<file path="config.mk">
export PLATFORM = sky130hd
export DESIGN_NAME = axis_snooper
export DESIGN_NICKNAME = d
export VERILOG_FILES = /design/src/rtl/axis_snooper.sv
export SDC_FILE = /design/constraint.sdc
export NUM_CORES = 1
export LEC_CHECK = 0
export ABC_CLOCK_PERIOD_IN_PS = 2350
export CORE_MARGIN = 2
export CORE_UTILIZATION = 46
export CTS_BUF_LIST = sky130_fd_sc_hd__clkbuf_8
export CTS_CLUSTER_SIZE = 30
export DETAILED_ROUTE_END_ITERATION = 10
export PLACE_DENSITY = 0.83
export SKIP_CTS_REPAIR_TIMING = 1
export SYNTH_ARGS = -nofsm -noshare
export SYNTH_HDL_FRONTEND = slang
export SYNTH_SLANG_ARGS = --single-unit
</file>
<file path="constraint.sdc">
create_clock -name clk -period 2.35 [get_ports clk]
set_input_delay 0.3525 -clock clk [delete_from_list [all_inputs] [get_ports clk]]
set_output_delay 0.3525 -clock clk [all_outputs]
set_load 0.02 [all_outputs]
</file>
<file path="src/rtl/axis_snooper.sv">
// Passive AXI-Stream tap: claims the p3 buffer on offer, writes each captured
// packet into it word by word, raises sn_done at packet end and counts drops.
module axis_snooper #(
  parameter int SN_FWD_ADDR_WIDTH = 9,
  parameter int SN_FWD_DATA_WIDTH = 64,
  parameter int INC_WIDTH         = 8,
  parameter int DROP_CNT_WIDTH    = 32
) (
  input  logic                           clk,
  input  logic                           rst,
  input  logic [SN_FWD_DATA_WIDTH-1:0]   sn_TDATA,
  input  logic [SN_FWD_DATA_WIDTH/8-1:0] sn_TKEEP,
  input  logic                           sn_TVALID,
  input  logic                           sn_TREADY,
  input  logic                           sn_TLAST,
  output logic [SN_FWD_ADDR_WIDTH-1:0]   sn_addr,
  output logic [SN_FWD_DATA_WIDTH-1:0]   sn_wr_data,
  output logic                           sn_wr_en,
  output logic [INC_WIDTH-1:0]           sn_byte_inc,
  output logic                           sn_done,
  input  logic                           sn_done_ack,
  input  logic                           rdy_for_sn,
  output logic                           rdy_for_sn_ack,
  output logic [DROP_CNT_WIDTH-1:0]      drop_cnt,
  output logic                           truncated
);

  localparam int AW  = SN_FWD_ADDR_WIDTH;
  localparam int DW  = SN_FWD_DATA_WIDTH;
  localparam int KW  = SN_FWD_DATA_WIDTH / 8;
  localparam int DCW = DROP_CNT_WIDTH;

  typedef enum logic [2:0] {
    S_IDLE,
    S_ARMED,
    S_CAPT,
    S_FIN,
    S_DONE
  } state_e;

  state_e               state_q, state_d;
  logic                 in_pkt_q, in_pkt_d;
  logic [AW-1:0]        addr_q, addr_d;
  logic [DW-1:0]        wr_data_q, wr_data_d;
  logic                 wr_en_q, wr_en_d;
  logic [INC_WIDTH-1:0] byte_inc_q, byte_inc_d;
  logic                 full_q, full_d;
  logic                 disc_q, disc_d;
  logic                 trunc_q, trunc_d;
  logic [DCW-1:0]       drop_q, drop_d;

  logic                 beat;
  logic                 drop_pkt;
  logic [AW-1:0]        wr_addr;
  logic [INC_WIDTH-1:0] keep_cnt;

  assign beat = sn_TVALID & sn_TREADY;

  always_comb begin
    keep_cnt = '0;
    for (int i = 0; i < KW; i++) begin
      keep_cnt = keep_cnt + INC_WIDTH'(sn_TKEEP[i]);
    end
  end

  // A packet whose first beat lands outside ARMED has no buffer to go to.
  assign drop_pkt = beat & ~in_pkt_q & (state_q inside {S_IDLE, S_FIN, S_DONE});

  // NOTE: every variable gets its default before the case statement, so no
  // path through this block can leave one unassigned and infer a latch.
  always_comb begin
    state_d        = state_q;
    in_pkt_d       = in_pkt_q;
    addr_d         = addr_q;
    wr_data_d      = wr_data_q;
    wr_en_d        = 1'b0;
    byte_inc_d     = byte_inc_q;
    full_d         = full_q;
    disc_d         = disc_q;
    trunc_d        = trunc_q;
    drop_d         = drop_q;
    rdy_for_sn_ack = 1'b0;
    wr_addr        = (state_q == S_ARMED) ? '0 : addr_q + AW'(1);

    if (beat) begin
      in_pkt_d = ~sn_TLAST;
    end

    if (drop_pkt && !(&drop_q)) begin
      drop_d = drop_q + DCW'(1);
    end

    case (state_q)
      S_IDLE: begin
        // Claim only between packets so the buffer always starts on a first beat.
        if (rdy_for_sn && !in_pkt_q && !beat) begin
          rdy_for_sn_ack = rst;
          state_d        = S_ARMED;
          addr_d         = '0;
          full_d         = 1'b0;
          disc_d         = 1'b0;
          trunc_d        = 1'b0;
        end
      end
      S_ARMED, S_CAPT: begin
        if (beat) begin
          if (full_q) begin
            disc_d = 1'b1;
          end else begin
            wr_en_d    = 1'b1;
            addr_d     = wr_addr;
            wr_data_d  = sn_TDATA;
            byte_inc_d = keep_cnt;
            full_d     = &wr_addr;
          end
          if (sn_TLAST) begin
            state_d = S_FIN;
            trunc_d = disc_q | full_q;
          end else begin
            state_d = S_CAPT;
          end
        end
      end
      S_FIN: begin
        state_d = S_DONE;
      end
      S_DONE: begin
        if (sn_done_ack) begin
          state_d = S_IDLE;
        end
      end
      default: begin
        state_d = S_IDLE;
      end
    endcase
  end

  // NOTE: sequential state uses non-blocking assignments so every flop samples
  // its _d value from before the edge, independent of statement order.
  always_ff @(posedge clk or negedge rst) begin
    if (!rst) begin
      state_q    <= S_IDLE;
      in_pkt_q   <= 1'b0;
      addr_q     <= '0;
      wr_data_q  <= '0;
      wr_en_q    <= 1'b0;
      byte_inc_q <= '0;
      full_q     <= 1'b0;
      disc_q     <= 1'b0;
      trunc_q    <= 1'b0;
      drop_q     <= '0;
    end else begin
      state_q    <= state_d;
      in_pkt_q   <= in_pkt_d;
      addr_q     <= addr_d;
      wr_data_q  <= wr_data_d;
      wr_en_q    <= wr_en_d;
      byte_inc_q <= byte_inc_d;
      full_q     <= full_d;
      disc_q     <= disc_d;
      trunc_q    <= trunc_d;
      drop_q     <= drop_d;
    end
  end

  assign sn_addr     = addr_q;
  assign sn_wr_data  = wr_data_q;
  assign sn_wr_en    = wr_en_q;
  assign sn_byte_inc = byte_inc_q;
  assign sn_done     = (state_q == S_DONE);
  assign drop_cnt    = drop_q;
  assign truncated   = trunc_q;

endmodule
</file>
==> metrics.yaml, run 1 <==
sta:
  fin_skew_ps: 10.7
  whs_ps: 50.4
  rsz0062_at_grt: "yes"
  finalCritPeriodShare_pct: 120
  slew_headroom_pct: 47.2
  worst_pin_slew_ps: 793
  drv_slew: 0
  hold_viol: 0
  setup_viol: 2
  min_period_ps: 2820
  setup_tns_ps: -729
  final.setup.worst_slack_ps: -466
  fmax_ghz: 0.355
global_routing:
  grt_pass1_vias: 4195
  antenna_found_initial: 0
  grt_first_pass_wirelength_mm: 20.7
  grt_max_degree: 66
  grt_usage_pct: 20.9
  grt.overflow.total: 0
cells_and_area:
  final_cells: 792
  antenna_cells: 0
  layout-drive-gt1-share_pct: 19.9
  utilization_pct: 71.3
  multi_input_area_um2: 2130
  num-fill-cells: 801
  layout_commonest_cell: "clkdlybuf4s50_1"
  regArea_um2: 2930
  area_growth_syn_to_layout_pct: 49.3
  nNetsFinal: 727
  layout.cells.most_common_list: "clkdlybuf4s50_1, dfrtp_1, mux2_2, nand2_1, inv_1"
worst_setup_path:
  cp.required_ps: 2650
  cpMaxStageDelayCell: "fa_1"
  endpoint_kind: "flop"
  reg2reg_depth: 6
  path_cells: "buf_6, fa_1, inv_2, fa_1, fa_1, inv_1, ha_2, inv_2, fa_2, xnor2_2, mux2_4"
  cp_common_cell: "fa_1"
  cp_num_cells: 11
  path_delay_family: "adder cells"
  cp_num_buf_inv: 4
  worstSetupPathType: "input port to flop"
  cp.arrival_ps: 3110
  start_kind: "input port"
  max_stage_delay_ps: 540
  worstPathMaxFanout: 2
synth:
  synth_warnings: 0
  ys_top_cells_by_area: "dfrtp_1, mux2_2, xor2_1"
  synth_edf_count: 0
  ys_ff_latch: 117
  synth_cells: 428
  synth_flop_cell: "dfrtp_1"
  synth_top_area_share_pct: 56.1
  syn-cell-area_um2: 5220
  ys_seq_area_share_pct: 56.1
  synth_largest_area_cell: "dfrtp_1"
  syn_avg_cell_area_um2: 12.2
  synth_async_sr_flop_share_pct: 100
  synth.distinct_cells: 50
pwr:
  power_density_nw_per_um2: 1130
  leakagePower_nw: 3.40
  p_total_mw: 8.80
  ir_drop_uv: 727
route:
  num_vias: 4072
  via_per_inst: 5.14
  wl_per_cell_um: 16.0
  antenna_left: 0
  drcViolationCount: 0
  routed_wirelength_mm: 12.7
  drt-initial-drc-count: 159
  firstDrtPassIters: 4
placement:
  place_hpwl_mm: 9.46
  numPortBuffers: 191
  dp.cells: 760
  gp_congestion: 0.866
floorplan:
  fp.dieArea_um2: 12200
  initial_core_util_pct: 47.7
  core.rowCount: 38
  ios: 196
  die_height_um: 111
  die_x_um: 111
  core_area_um2: 10900
clocking:
  clockRootBuffer: "clkbuf_8"
  cts_tree: "done"
  cts_buffers: 17
  insertion_delay_ps: 410
  htreeDepth: 4
  clock-sinks: 117
  clock_path_buffers: 2
  clk_pin_slew_ps: 70
hold_path:
  hp-class: "input port to asynchronous set/reset pin"
job:
  cap_violations: 0
run_status:
  outcome: "finished, violations left"
  violations: "setup timing"
## layout make-up
class | instances | area share, %
Tap cell | 140 | 2.25
Sequential cell | 117 | 37.6
Clock inverter | 14 | 1.86
Inverter | 22 | 1.06
Clock buffer | 18 | 3.18
Multi-Input combinational cell | 271 | 27.4
Timing Repair Buffer | 210 | 26.7
## report_power, final
part           switching [mW]  internal [mW]  leakage (nW)  total (mW)
sequential              0.400           2.70          1.47        3.10
combinational            1.82           2.05          1.72        3.87
clock                   0.772           1.05         0.213        1.82
total                    2.99           5.81          3.40        8.80
## sequential cells by signal, indices dropped and copies added, names as in the netlist
signal,cells
state_q,3
sn_wr_data,64
disc_q,1
truncated,1
sn_byte_inc,4
drop_cnt,32
in_pkt_q,1
sn_addr,9
full_q,1
sn_wr_en,1
## worst paths after layout
path | from | endpoint | slack, ps
min in group clk | sn_done_ack | state_q[2] | 490
min | rst | sn_addr[0] | 50
max reg2reg | drop_cnt[22] | drop_cnt[25] | 110
min reg2reg | drop_cnt[19] | drop_cnt[19] | 490
max in group asynchronous | rst | state_q[2] | 1680
max | sn_TKEEP[3] | sn_byte_inc[2] | -470
## logic make-up (layout without fill, tap and decap cells)
kind of cell,Yosys count,after routing,share of synthesized area [%]
DFF,117,117,56.1
and+or+nand+nor,116,116,11.6
muxes,68,68,14.6
buffers and inverters,43,264,3.69
AOI/OAI and AO/OA,39,39,5.30
xor gates and xnor gates,35,35,5.87
adders and majority gates,9,9,2.73
other,1,4,0.0718
## layer usage
layer / GRT usage, % / routed length, µm / up-vias
met5: 0 / 0 / -
met4: 5.92 / 142 / 0
met3: 7.19 / 746 / 14
met2: 35.1 / 6470 / 151
met1: 25.8 / 5300 / 1999
li1: - / - / 1908
## stage by stage
step / cell area (µm²) / worst slack [ps]
2_1_floorplan: 5240 / -512
3_3_place_gp: 7380 / -1040
3_5_place_dp: 7380 / -1090
4_1_cts: 7780 / -649
5_1_grt: 7790 / -484
6_report: 7790 / -466
## cell usage after synthesis, drive strengths merged (2+ instances only)
| library cell | instances |
|---|---|
| o32a | 2 |
| and3 | 7 |
| o21ai | 16 |
| a211oi | 2 |
| nand2 | 25 |
| nor3 | 9 |
| nor4 | 8 |
| nand3 | 16 |
| xnor2 | 16 |
| nand3b | 2 |
| o31ai | 4 |
| nand2b | 5 |
| dfrtp | 117 |
| mux2 | 67 |
| ha | 5 |
| clkbuf | 8 |
| buf | 13 |
| nand4 | 9 |
| nor2 | 22 |
| xor2 | 19 |
| inv | 22 |
| a21oi | 6 |
| and4 | 2 |
| fa | 4 |
| or2 | 2 |
| or4 | 2 |
| or3 | 2 |
Note: power is estimated with default switching activity, not from simulation.
==> inputs of run 2 (changes only) <==
- SETUP_SLACK_MARGIN: not set -> 0.1
==> run 2 against run 1 <==
The run still ends with setup timing left. Via count increased by 0.74%. Largest cell class unchanged. Critical path type unchanged. Sequential cell count unchanged. Utilization grew 0.25 points. Critical endpoint unchanged. Critical path depth unchanged. Largest power group unchanged. Sequential share of layout area is 0.13 points lower. Clock power about the same. Register-to-register slack improved by 80 ps. Die area stayed put. Cell area up 0.35%. First-iteration DRC count up 7.5%.
==> metrics.yaml, run 2 (synthesis results as in run 1) <==
sta:
  whs_ps: 52.8  # was 50.4 ps
  fin_skew_ps: 11.0  # was 10.7 ps
  setup_viol: 3  # was 2
  worst_pin_slew_ps: 789  # was 793 ps
  fmax_ghz: 0.358  # was 0.355 GHz
  rsz0062_at_grt: "yes"  # unchanged
  min_period_ps: 2790  # was 2820 ps
  drv_slew: 0  # unchanged
  slew_headroom_pct: 47.4  # was 47.2%
  final.setup.worst_slack_ps: -442  # was -466 ps
  finalCritPeriodShare_pct: 119  # was 120%
  hold_viol: 0  # unchanged
floorplan:
  die_x_um: 111  # unchanged
  fp.dieArea_um2: 12200  # unchanged
  core_area_um2: 10900  # unchanged
  initial_core_util_pct: 47.7  # unchanged
  ios: 196  # unchanged
  core.rowCount: 38  # unchanged
  die_height_um: 111  # unchanged
run_status:
  outcome: "finished, violations left"  # unchanged
  violations: "setup timing"  # unchanged
cells_and_area:
  num-fill-cells: 794  # was 801
  nNetsFinal: 728  # was 727
  layout-drive-gt1-share_pct: 20.4  # was 19.9%
  regArea_um2: 2930  # unchanged
  area_growth_syn_to_layout_pct: 49.8  # was 49.3%
  antenna_cells: 0  # unchanged
  multi_input_area_um2: 2150  # was 2130 µm²
  largest_reg_flops: 64  # unchanged
  layout.cells.most_common_list: "clkdlybuf4s50_1, dfrtp_1, mux2_2, nand2_1, inv_1"  # unchanged
  layout_commonest_cell: "clkdlybuf4s50_1"  # unchanged
job:
  cap_violations: 0  # unchanged
placement:
  numPortBuffers: 191  # unchanged
  pre_cts_ws_ps: -1090  # unchanged
  place_hpwl_mm: 9.46  # unchanged
  gp_congestion: 0.866  # unchanged
worst_setup_path:
  worstSetupPathType: "input port to flop"  # unchanged
  cp.arrival_ps: 3090  # was 3110 ps
  r2r_setup_slack_ps: 190  # was 110 ps
  path_delay_family: "adder cells"  # unchanged
  cpMaxStageDelayCell: "fa_1"  # unchanged
  endpoint_kind: "flop"  # unchanged
  max_stage_delay_ps: 540  # about the same
  cp.required_ps: 2650  # about the same
  start_kind: "input port"  # unchanged
  path_cells: "buf_6, fa_1, inv_2, fa_1, fa_2, inv_2, ha_4, inv_2, fa_2, xnor2_2, mux2_4"  # was buf_6, fa_1, inv_2, fa_1, fa_1, inv_1, ha_2, inv_2, fa_2, xnor2_2, mux2_4
  cp_num_buf_inv: 4  # unchanged
  cp_common_cell: "inv_2"  # was fa_1
  worstPathMaxFanout: 2  # unchanged
clocking:
  clock-sinks: 117  # unchanged
  insertion_delay_ps: 410  # about the same
  htreeDepth: 4  # unchanged
  cts_buffers: 17  # unchanged
  clock_path_buffers: 2  # unchanged
  clockRootBuffer: "clkbuf_8"  # unchanged
  clk_pin_slew_ps: 70  # about the same
  cts_tree: "done"  # unchanged
global_routing:
  antenna_found_initial: 0  # unchanged
  grt_pass1_vias: 4195  # unchanged
  grt_first_pass_wirelength_mm: 20.7  # unchanged
  grt.overflow.total: 0  # unchanged
  grt_usage_pct: 20.9  # unchanged
  grt_max_degree: 66  # unchanged
pwr:
  leakagePower_nw: 3.41  # was 3.40 nW
  power_density_nw_per_um2: 1130  # about the same
  ir_drop_uv: 727  # about the same
  p_total_mw: 8.83  # was 8.80 mW
route:
  antenna_left: 0  # unchanged
  routed_wirelength_mm: 12.7  # about the same
  drcViolationCount: 0  # unchanged
  via_per_inst: 5.17  # was 5.14
  num_vias: 4102  # was 4072
  drt-initial-drc-count: 171  # was 159
  firstDrtPassIters: 4  # unchanged
  wl_per_cell_um: 16.0  # about the same
hold_path:
  hp-class: "input port to asynchronous set/reset pin"  # unchanged
## run 2: cell count changes in the layout (fill, tap and decap cells not counted), sizes merged
cell  before  now
buf       21   22
## run 2: where the power goes
part           internal, mW  switching, mW  total [mW]  leakage, nW
sequential             2.70          0.398        3.10         1.47
combinational          2.07           1.83        3.91         1.73
clock                  1.05          0.768        1.82        0.213
total                  5.83           3.00        8.83         3.41
## run 2: path summary, 6_finish.rpt
check / from / endpoint / depth (start not counted)
max reg2reg: drop_cnt[22] / drop_cnt[11] / 5
min in group clk: sn_done_ack / state_q[2] / 2
max in group asynchronous: rst / state_q[2] / 2
min: rst / sn_addr[0] / 2
min reg2reg: drop_cnt[19] / drop_cnt[19] / 1
max: sn_TKEEP[3] / sn_byte_inc[2] / 11
## run 2: area by class of cell
type	instances	share of cell area, %
clock inverters	14	1.86
well taps	140	2.24
flip-flops and latches	117	37.4
clock buffers	18	3.17
multi-input cells	271	27.5
inverters	22	1.06
repair buffers	211	26.7
## run 2: stage by stage
stage	area [µm²]	utilization (%)	std cells	TNS (ps)
after global placement	7380	67.5	760	-3210
after CTS	7780	71.1	792	-1740
after detailed placement	7380	67.5	760	-3370
final	7820	71.5	793	-735
after global routing	7820	71.5	793	-825
after floorplan	5240	-	431	-1160
## run 2: layer usage
layer | track usage, % | routed length (µm)
met4 | 5.92 | 142
met2 | 35.1 | 6530
met5 | 0 | 0
met1 | 25.8 | 5260
met3 | 7.19 | 731
==> inputs of run 3 (changes only) <==
- SKIP_LAST_GASP: not set -> 1
==> run 3 against run 2 <==
The run still ends with setup timing left. Die area stayed put. Non-clock buffer count unchanged. Sequential power about the same. Sequential share of layout area did not move. Critical path type unchanged.
==> metrics.yaml, run 3 (synthesis results as in run 1) <==
run_status:
  outcome: "finished, violations left"  # unchanged
  violations: "setup timing"  # unchanged
sta:
  worst_pin_slew_ps: 789  # unchanged
  final.setup.worst_slack_ps: -442  # unchanged
  fmax_ghz: 0.358  # unchanged
  fin_skew_ps: 11.0  # unchanged
  drv_slew: 0  # unchanged
  setup_viol: 3  # unchanged
  setup_tns_ps: -735  # unchanged
  finalCritPeriodShare_pct: 119  # unchanged
  min_period_ps: 2790  # unchanged
  whs_ps: 52.8  # unchanged
  slew_headroom_pct: 47.4  # unchanged
  hold_viol: 0  # unchanged
  rsz0062_at_grt: "yes"  # unchanged
route:
  via_per_inst: 5.17  # unchanged
  drcViolationCount: 0  # unchanged
  num_vias: 4102  # unchanged
  routed_wirelength_mm: 12.7  # unchanged
  antenna_left: 0  # unchanged
  drt-initial-drc-count: 171  # unchanged
  wl_per_cell_um: 16.0  # unchanged
  firstDrtPassIters: 4  # unchanged
cells_and_area:
  layout_commonest_cell: "clkdlybuf4s50_1"  # unchanged
  largest_reg_flops: 64  # unchanged
  antenna_cells: 0  # unchanged
  area_growth_syn_to_layout_pct: 49.8  # unchanged
  layout.cells.most_common_list: "clkdlybuf4s50_1, dfrtp_1, mux2_2, nand2_1, inv_1"  # unchanged
  layout-drive-gt1-share_pct: 20.4  # unchanged
  nNetsFinal: 728  # unchanged
  num-fill-cells: 794  # unchanged
worst_setup_path:
  cp_num_buf_inv: 4  # unchanged
  start_kind: "input port"  # unchanged
  path_cells: "buf_6, fa_1, inv_2, fa_1, fa_2, inv_2, ha_4, inv_2, fa_2, xnor2_2, mux2_4"  # unchanged
  cpMaxStageDelayCell: "fa_1"  # unchanged
  cp.required_ps: 2650  # about the same
  max_stage_delay_ps: 540  # about the same
  cp_common_cell: "inv_2"  # unchanged
  endpoint_kind: "flop"  # unchanged
  worstSetupPathType: "input port to flop"  # unchanged
  cp.arrival_ps: 3090  # about the same
  path_delay_family: "adder cells"  # unchanged
  worstPathMaxFanout: 2  # unchanged
floorplan:
  initial_core_util_pct: 47.7  # unchanged
  core_area_um2: 10900  # unchanged
  core.rowCount: 38  # unchanged
  die_x_um: 111  # unchanged
  die_height_um: 111  # unchanged
  ios: 196  # unchanged
  fp.dieArea_um2: 12200  # unchanged
global_routing:
  grt_usage_pct: 20.9  # unchanged
  grt_pass1_vias: 4195  # unchanged
  grt.overflow.total: 0  # unchanged
  antenna_found_initial: 0  # unchanged
  grt_first_pass_wirelength_mm: 20.7  # unchanged
  grt_max_degree: 66  # unchanged
clocking:
  clock_path_buffers: 2  # unchanged
  clock-sinks: 117  # unchanged
  cts_buffers: 17  # unchanged
  clockRootBuffer: "clkbuf_8"  # unchanged
  insertion_delay_ps: 410  # about the same
  clk_pin_slew_ps: 70  # about the same
  htreeDepth: 4  # unchanged
  cts_tree: "done"  # unchanged
pwr:
  power_density_nw_per_um2: 1130  # unchanged
  leakagePower_nw: 3.41  # unchanged
  p_total_mw: 8.83  # unchanged
  ir_drop_uv: 727  # unchanged
placement:
  numPortBuffers: 191  # unchanged
  place_hpwl_mm: 9.46  # unchanged
  gp_congestion: 0.866  # unchanged
job:
  cap_violations: 0  # unchanged
hold_path:
  hp-class: "input port to asynchronous set/reset pin"  # unchanged
run 3: per-layer routing:
| layer | wire length [µm] | global-route usage [%] | share of wire, % |
|---|---|---|---|
| met2 | 6530 | 35.1 | 52 |
| met4 | 142 | 5.92 | 1.1 |
| met1 | 5260 | 25.8 | 42 |
| met3 | 731 | 7.19 | 5.8 |
| met5 | 0 | 0 | 0 |
run 3: report_power, final:
| group | switching (mW) | total, mW | internal, mW | leakage, nW |
|---|---|---|---|---|
| registers | 0.398 | 3.10 | 2.70 | 1.47 |
| logic | 1.83 | 3.91 | 2.07 | 1.73 |
| clock network | 0.768 | 1.82 | 1.05 | 0.213 |
run 3: per-stage QoR:
stage / util [%] / setup WS [ps] / cell area (µm²) / cells
floorplan: - / -512 / 5240 / 431
global placement: 67.5 / -1040 / 7380 / 760
detailed placement: 67.5 / -1090 / 7380 / 760
CTS: 71.1 / -649 / 7780 / 792
global route: 71.5 / -479 / 7820 / 793
finish: 71.5 / -442 / 7820 / 793
run 3: worst paths after layout:
kind	cells past startpoint	slack [ps]	from	endpoint
max in group asynchronous	2	1670	rst	state_q[2]
worst min register to register	1	490	drop_cnt[19]	drop_cnt[19]
worst min-delay path	2	50	rst	sn_addr[0]
worst max register to register	5	190	drop_cnt[22]	drop_cnt[11]
min in group clk	2	490	sn_done_ack	state_q[2]
worst max-delay path	11	-440	sn_TKEEP[3]	sn_byte_inc[2]
run 3: area by class of cell:
type | instances | area [µm²] | area share, %
flip-flops and latches | 117 | 2930 | 37.4
multi-input cells | 271 | 2150 | 27.5
repair buffers | 211 | 2090 | 26.7
clock buffers | 18 | 248 | 3.17
well taps | 140 | 175 | 2.24
clock inverters | 14 | 145 | 1.86
inverters | 22 | 82.6 | 1.06
==> RTL change 1, RTL diff (config.mk and constraints of run 3) <==
Put one more register stage on the output `drop_cnt`, with the module's reset. The value now appears one clock later. The other outputs are not delayed to match.
--- a/src/rtl/axis_snooper.sv
+++ b/src/rtl/axis_snooper.sv
@@ -169,5 +169,11 @@
   assign sn_byte_inc = byte_inc_q;
   assign sn_done     = (state_q == S_DONE);
-  assign drop_cnt    = drop_q;
+  always_ff @(posedge clk or negedge rst) begin
+    if (!rst) begin
+      drop_cnt <= '0;
+    end else begin
+      drop_cnt <= drop_q;
+    end
+  end
   assign truncated   = trunc_q;
 
Formal check against the unedited RTL: not equivalent (Yosys sat finds a counterexample within 4 cycles, from zero or initial values and one cycle with rst low).
==> RTL change 1 against run 3 <==
  * The run still ends with setup timing left
  * Combinational power decreased by 5.1%
  * Cell area is 13% higher
  * Sequential cell count grew 32
  * Critical path depth down 1
  * Worst setup slack gained 0.19 ns
  * Total power grew 9.0%
  * Maximum frequency is 7.4% higher
  * Utilization decreased by 4.5 points
  * Wire length rose by 25%
  * Synthesized area is 17% higher
  * Register-to-register slack worse by 0.04 ns
  * Largest power group unchanged
==> RTL change 1: results (changes against run 3) <==
Status
  • Status: complete, but fails checks
  • Failing checks: setup timing

Place
  • Cell Area, Placed: 0.00832 mm2 (+13%)
  • Dpl ws: -0.953 ns (+0.138 ns)
  • Final HPWL DP: 11000 um (+17%)
  • Gpl congestion: 0.862 (-0.44%)

Timing
  • Worst-Margin Slew: 0.809 ns (+0.0200 ns)
  • PnR worst setup slack: -0.249 ns (+0.193 ns)
  • Worst Skew: 0.0127 ns (+0.00175 ns)
  • Final setup viols: 3 (unchanged)

Worst setup path
  • Worst reg2reg setup slack: 0.15 ns (-0.04 ns)
  • Max incr delay on CP: 0.56 ns (+0.02 ns)
  • CP max-delay cell: fa_2
  • Worst Path Required: 2.68 ns (+0.03 ns)

GRT
  • Met2 Use GR: 0.369 (+0.0172)
  • First-pass GRT wire length: 25000 um (+20%)
  • Largest net degree at the start of global routing: 150 (+130%)
  • Total Routing Usage GR: 0.225 (+0.0155)
  • Initial antenna violation count: 0 (unchanged)
  • Vias in the first global route: 4917 (+17%)
  • M1 GR Usage: 0.281 (+0.0229)
  • GR Layer Usage met3: 0.0618 (-0.0101)

Clock network
  • Clk_lat worst skew: 0.45 ns (+0.04 ns)

Power
  • Peak supply drop: 0.523 mV (-28%)
  • Leakage: 4.20 nW (+23%)

Final layout
  • Nets: 910 (+25%)
  • Layout cells sized above 1: 0.0814 (-0.122)
  • Number of fill cells: 1049 (+32%)

Yosys
  • Ys async rst share: 1.00 (unchanged)
  • Warning count from the yosys run: 0 (unchanged)
  • Largest cells by area after synthesis: dfrtp_1 61%, nand2_1 14%, xor2_1 3.6%, nor2_1 2.0%, nand4_1 1.4%
  • Synth cell count leaders: 229 x nand2_1, 149 x dfrtp_1, 33 x nor2_1, 25 x xor2_1, 17 x clkbuf_1
  • Unique masters post-synth: 48 (-4.0%)
  • Seq/Total Area, Yosys: 0.608 (+0.0470)

Route
  • DR iter-0 viols: 334 (+95%)
  • Avg WL per Cell: 15.7 um (-1.7%)
  • Routed vias/inst: 5.02 (-2.9%)
  • Drt first pass iters: 6 (+2)
RTL change 1: cell count changes after synthesis, sizes merged, moves of 6 or more:
cell / change
clkbuf: +9
nor2: +11
xnor2: -7
o21ai: +7
xor2: +6
mux2: -66
nand2: +204
dfrtp: +32
RTL change 1: logic make-up (layout without fill, tap and decap cells):
family / after synthesis / after routing / share of synthesized area
mux: 1 / 1 / 0.00184
xor+xnor: 34 / 34 / 0.0485
simple gates: 329 / 329 / 0.231
other cells: 1 / 4 / 0.000611
fa+ha+maj: 10 / 10 / 0.0249
buf+inv: 44 / 259 / 0.0320
flops: 149 / 149 / 0.608
compound gates: 49 / 49 / 0.0532
RTL change 1: metrics by stage:
stage | utilization | cells | hold slack, ns | TNS (ns) | power (W)
after floorplan | - | 620 | 0.0569 | -0.823 | 0.00554
after global placement | 0.633 | 978 | 0.405 | -3.25 | 0.00727
after detailed placement | 0.633 | 978 | 0.396 | -3.71 | 0.00739
after CTS | 0.668 | 1010 | 0.0791 | -1.58 | 0.00966
after global routing | 0.671 | 1011 | 0.0958 | -0.785 | 0.0101
final | 0.671 | 1011 | 0.00399 | -0.564 | 0.00962
RTL change 1: report_power, final:
part,switching [W],leakage [nW],internal (W)
Sequential,0.000417,1.92,0.00324
Combinational,0.00203,2.03,0.00167
Clock,0.000928,0.246,0.00133
RTL change 1: worst paths after layout:
path	startpoint	cells past startpoint	to
setup reg to reg	state_q[1]$_DFFE_PN0P_	5	drop_q[28]$_DFFE_PN0P_
hold / removal	rst	2	sn_wr_data[46]$_DFFE_PN0P_
hold reg to reg	drop_q[15]$_DFFE_PN0P_	0	drop_cnt[15]$_DFF_PN0_
min in group clk	drop_q[15]$_DFFE_PN0P_	0	drop_cnt[15]$_DFF_PN0_
max in group asynchronous	rst	2	drop_cnt[3]$_DFF_PN0_
setup / recovery	sn_TKEEP[3]	10	sn_byte_inc[1]$_DFFE_PN0P_
RTL change 1: routing by layer:
metal | part of all wire | wire length [um]
met5 | 0 | 0
met2 | 0.49 | 7820
met1 | 0.42 | 6670
met3 | 0.059 | 930
met4 | 0.028 | 448
RTL change 1: final cells by class:
class,count,area share
Timing Repair Buffer,210,0.237
Clock inverter,12,0.0210
Clock buffer,20,0.0312
Inverter,17,0.00724
Tap cell,176,0.0250
Multi-Input combinational cell,427,0.255
Sequential cell,149,0.423
==> RTL change 2, RTL diff (config.mk and constraints of run 3) <==
Without the edit above. The parameter `DROP_CNT_WIDTH` goes from 32 to 48.
--- a/src/rtl/axis_snooper.sv
+++ b/src/rtl/axis_snooper.sv
@@ -5,5 +5,5 @@
   parameter int SN_FWD_DATA_WIDTH = 64,
   parameter int INC_WIDTH         = 8,
-  parameter int DROP_CNT_WIDTH    = 32
+  parameter int DROP_CNT_WIDTH    = 48
 ) (
   input  logic                           clk,
Ports: changed (resized drop_cnt); port bits go from 196 to 212. No check against the original RTL was run, so the function may have changed too.
==> RTL change 2 against run 3 <==
  * The flow still finishes with violations (setup timing)
  * First-iteration DRC count up 99%
  * Worst setup slack gained 0.24 ns
  * Non-clock buffer count up 29
  * Synthesized area up 18%
  * Global-route usage grew 2.1 points
  * Sequential share of layout area decreased by 0.56 points
  * Clock skew is 0.00050 ns lower
  * Total power down 0.42%
  * Synthesized cell count increased by 51%
  * Cell area rose by 15%
  * Wire length grew 28%
  * Sequential cell count rose by 16
  * Largest cell class unchanged
  * Largest power group unchanged
  * Highest routed layer unchanged
==> RTL change 2: results (changes against run 3) <==
Clock network
  • Max Buffers Root-to-Sink: 2 (unchanged)
  • Clk_lat worst skew: 0.44 ns (+0.03 ns)
  • Num CTS Buffers: 17 (unchanged)
  • CTS Root Cell: clkbuf_8
  • Reg clk slew, reported paths: 0.07 ns (about the same)

Final layout
  • Nets: 968 (+33%)
  • Antenna Cells: 0 (unchanged)
  • Layout cells sized above 1: 0.101 (-0.103)
  • Max reg flops: 64 (unchanged)
  • Fin cells: 1068 (+35%)

Place
  • Inst Count DP: 1035 (+36%)
  • Final HPWL DP: 11800 um (+25%)
  • Gpl congestion: 0.848 (-2.0%)
  • Port Buffers: 207 (+8.4%)

Yosys
  • Synth cell count leaders: 233 x nand2_1, 133 x dfrtp_1, 30 x xor2_1, 22 x nand4_1, 20 x nor2_1
  • Avg Inst Size Synth: 9.51 um2 (-22%)
  • Largest cells by area after synthesis: dfrtp_1 54%, nand2_1 14%, xor2_1 4.3%, xnor2_1 2.7%, nand4_1 2.2%
  • Unique masters post-synth: 56 (+12%)
  • Warning count from the yosys run: 0 (unchanged)
  • Seq/Total Area, Yosys: 0.540 (-0.0204)
  • Ys async rst share: 1.00 (unchanged)

Status
  • Status: complete, but fails checks
  • Failing checks: setup timing

GRT
  • Initial antenna violation count: 0 (unchanged)
  • Vias in the first global route: 5036 (+20%)
  • First-pass GRT wire length: 25900 um (+25%)
  • Largest net degree at the start of global routing: 73 (+11%)
  • Total Routing Usage GR: 0.231 (+0.0213)

Route
  • Via count: 5365 (+31%)
  • DR iter-0 viols: 341 (+99%)
  • Avg WL per Cell: 15.2 um (-4.6%)

Worst setup path
  • CP arrival: 2.87 ns (-0.22 ns)
  • R2r startpoint: drop_cnt[22]$_DFFE_PN0P_
  • Maximum fanout along the worst path: 2 (unchanged)

Timing
  • Final setup viols: 2 (-1)
  • Worst Skew: 0.0105 ns (-0.000501 ns)
  • Setup TNS Final: -0.378 ns (+0.356 ns)
  • Worst rel slew slack: 0.388 (-0.0860)
  • PnR worst setup slack: -0.198 ns (+0.243 ns)

Worst hold path
  • Tightest Hold Check Type: in -> async

Power
  • Leakage: 4.32 nW (+27%)
  • Peak supply drop: 0.372 mV (-49%)
-- RTL change 2: cell count changes in the layout (fill, tap and decap cells not counted), moves of 7 or more --
cell / run 3 / this run
inv_1: 23 / 16
nand2_1: 25 / 233
nand4_1: 8 / 22
dfrtp_1: 116 / 133
buf_4: 18 / 29
and3_1: 7 / 14
xor2_1: 19 / 30
clkdlybuf4s50_1: 185 / 201
mux2_2: 65 / 1
-- RTL change 2: final cells by class --
type,count,area [um2]
clock buffer,18,248
inverter,16,60.1
sequential,133,3330
multi-input combinational,472,2680
fill,1001,4120
timing repair buffer,240,2360
clock inverter,13,120
tap,176,220
-- RTL change 2: critical path: stages --
cell     delay, ns
buf_6         0.09
fa_1          0.54
inv_2         0.04
fa_1          0.53
fa_1          0.45
inv_2         0.08
ha_4          0.13
inv_2         0.04
fa_2          0.38
xor2_1        0.16
o21ai_1       0.08
-- RTL change 2: cell families after synthesis --
| logic type | Yosys count | synth area share |
|---|---|---|
| compound gates | 39 | 0.0451 |
| buf+inv | 46 | 0.0321 |
| other cells | 1 | 0.000609 |
| mux | 2 | 0.00366 |
| xor+xnor | 49 | 0.0697 |
| simple gates | 368 | 0.284 |
| flops | 133 | 0.540 |
| fa+ha+maj | 10 | 0.0248 |
-- RTL change 2: metal layers --
metal / track usage / up-vias / part of all wire
met5: 0 / - / 0
met4: 0.0801 / 0 / 0.021
met3: 0.0632 / 25 / 0.080
met2: 0.360 / 203 / 0.46
met1: 0.312 / 2534 / 0.44
li1: - / 2603 / -
-- RTL change 2: report_power, final --
group | switching, W | leakage, nW | internal [W] | total, W
sequential | 0.000369 | 1.75 | 0.00292 | 0.00328
clock | 0.000856 | 0.191 | 0.000940 | 0.00180
combinational | 0.00204 | 2.38 | 0.00167 | 0.00371
-- RTL change 2: through the flow --
stage	worst slack, ns	area [um2]	utilization	hold WS, ns	power, W
6_report	-0.198	9020	0.687	0.279	0.00879
5_1_grt	-0.240	9020	0.687	0.267	0.00933
4_1_cts	-0.449	8970	0.683	-0.331	0.00886
3_5_place_dp	-0.897	8600	0.655	0.158	0.00705
3_3_place_gp	-0.887	8600	0.655	0.158	0.00696
2_1_floorplan	-0.371	6190	-	0.0569	0.00519
-- RTL change 2: path summary, 6_finish.rpt --
| check | endpoint | slack (ns) | cells past startpoint |
|---|---|---|---|
| max in group asynchronous | drop_cnt[20]$_DFFE_PN0P_ | 0.98 | 3 |
| min reg2reg | sn_byte_inc[3]$_DFFE_PN0P_ | 0.47 | 2 |
| min in group clk | sn_wr_data[17]$_DFFE_PN0P_ | 0.43 | 3 |
| max reg2reg | drop_cnt[24]$_DFFE_PN0P_ | 0.22 | 6 |
| min | sn_wr_data[15]$_DFFE_PN0P_ | 0.28 | 2 |
| max | sn_byte_inc[2]$_DFFE_PN0P_ | -0.20 | 11 |
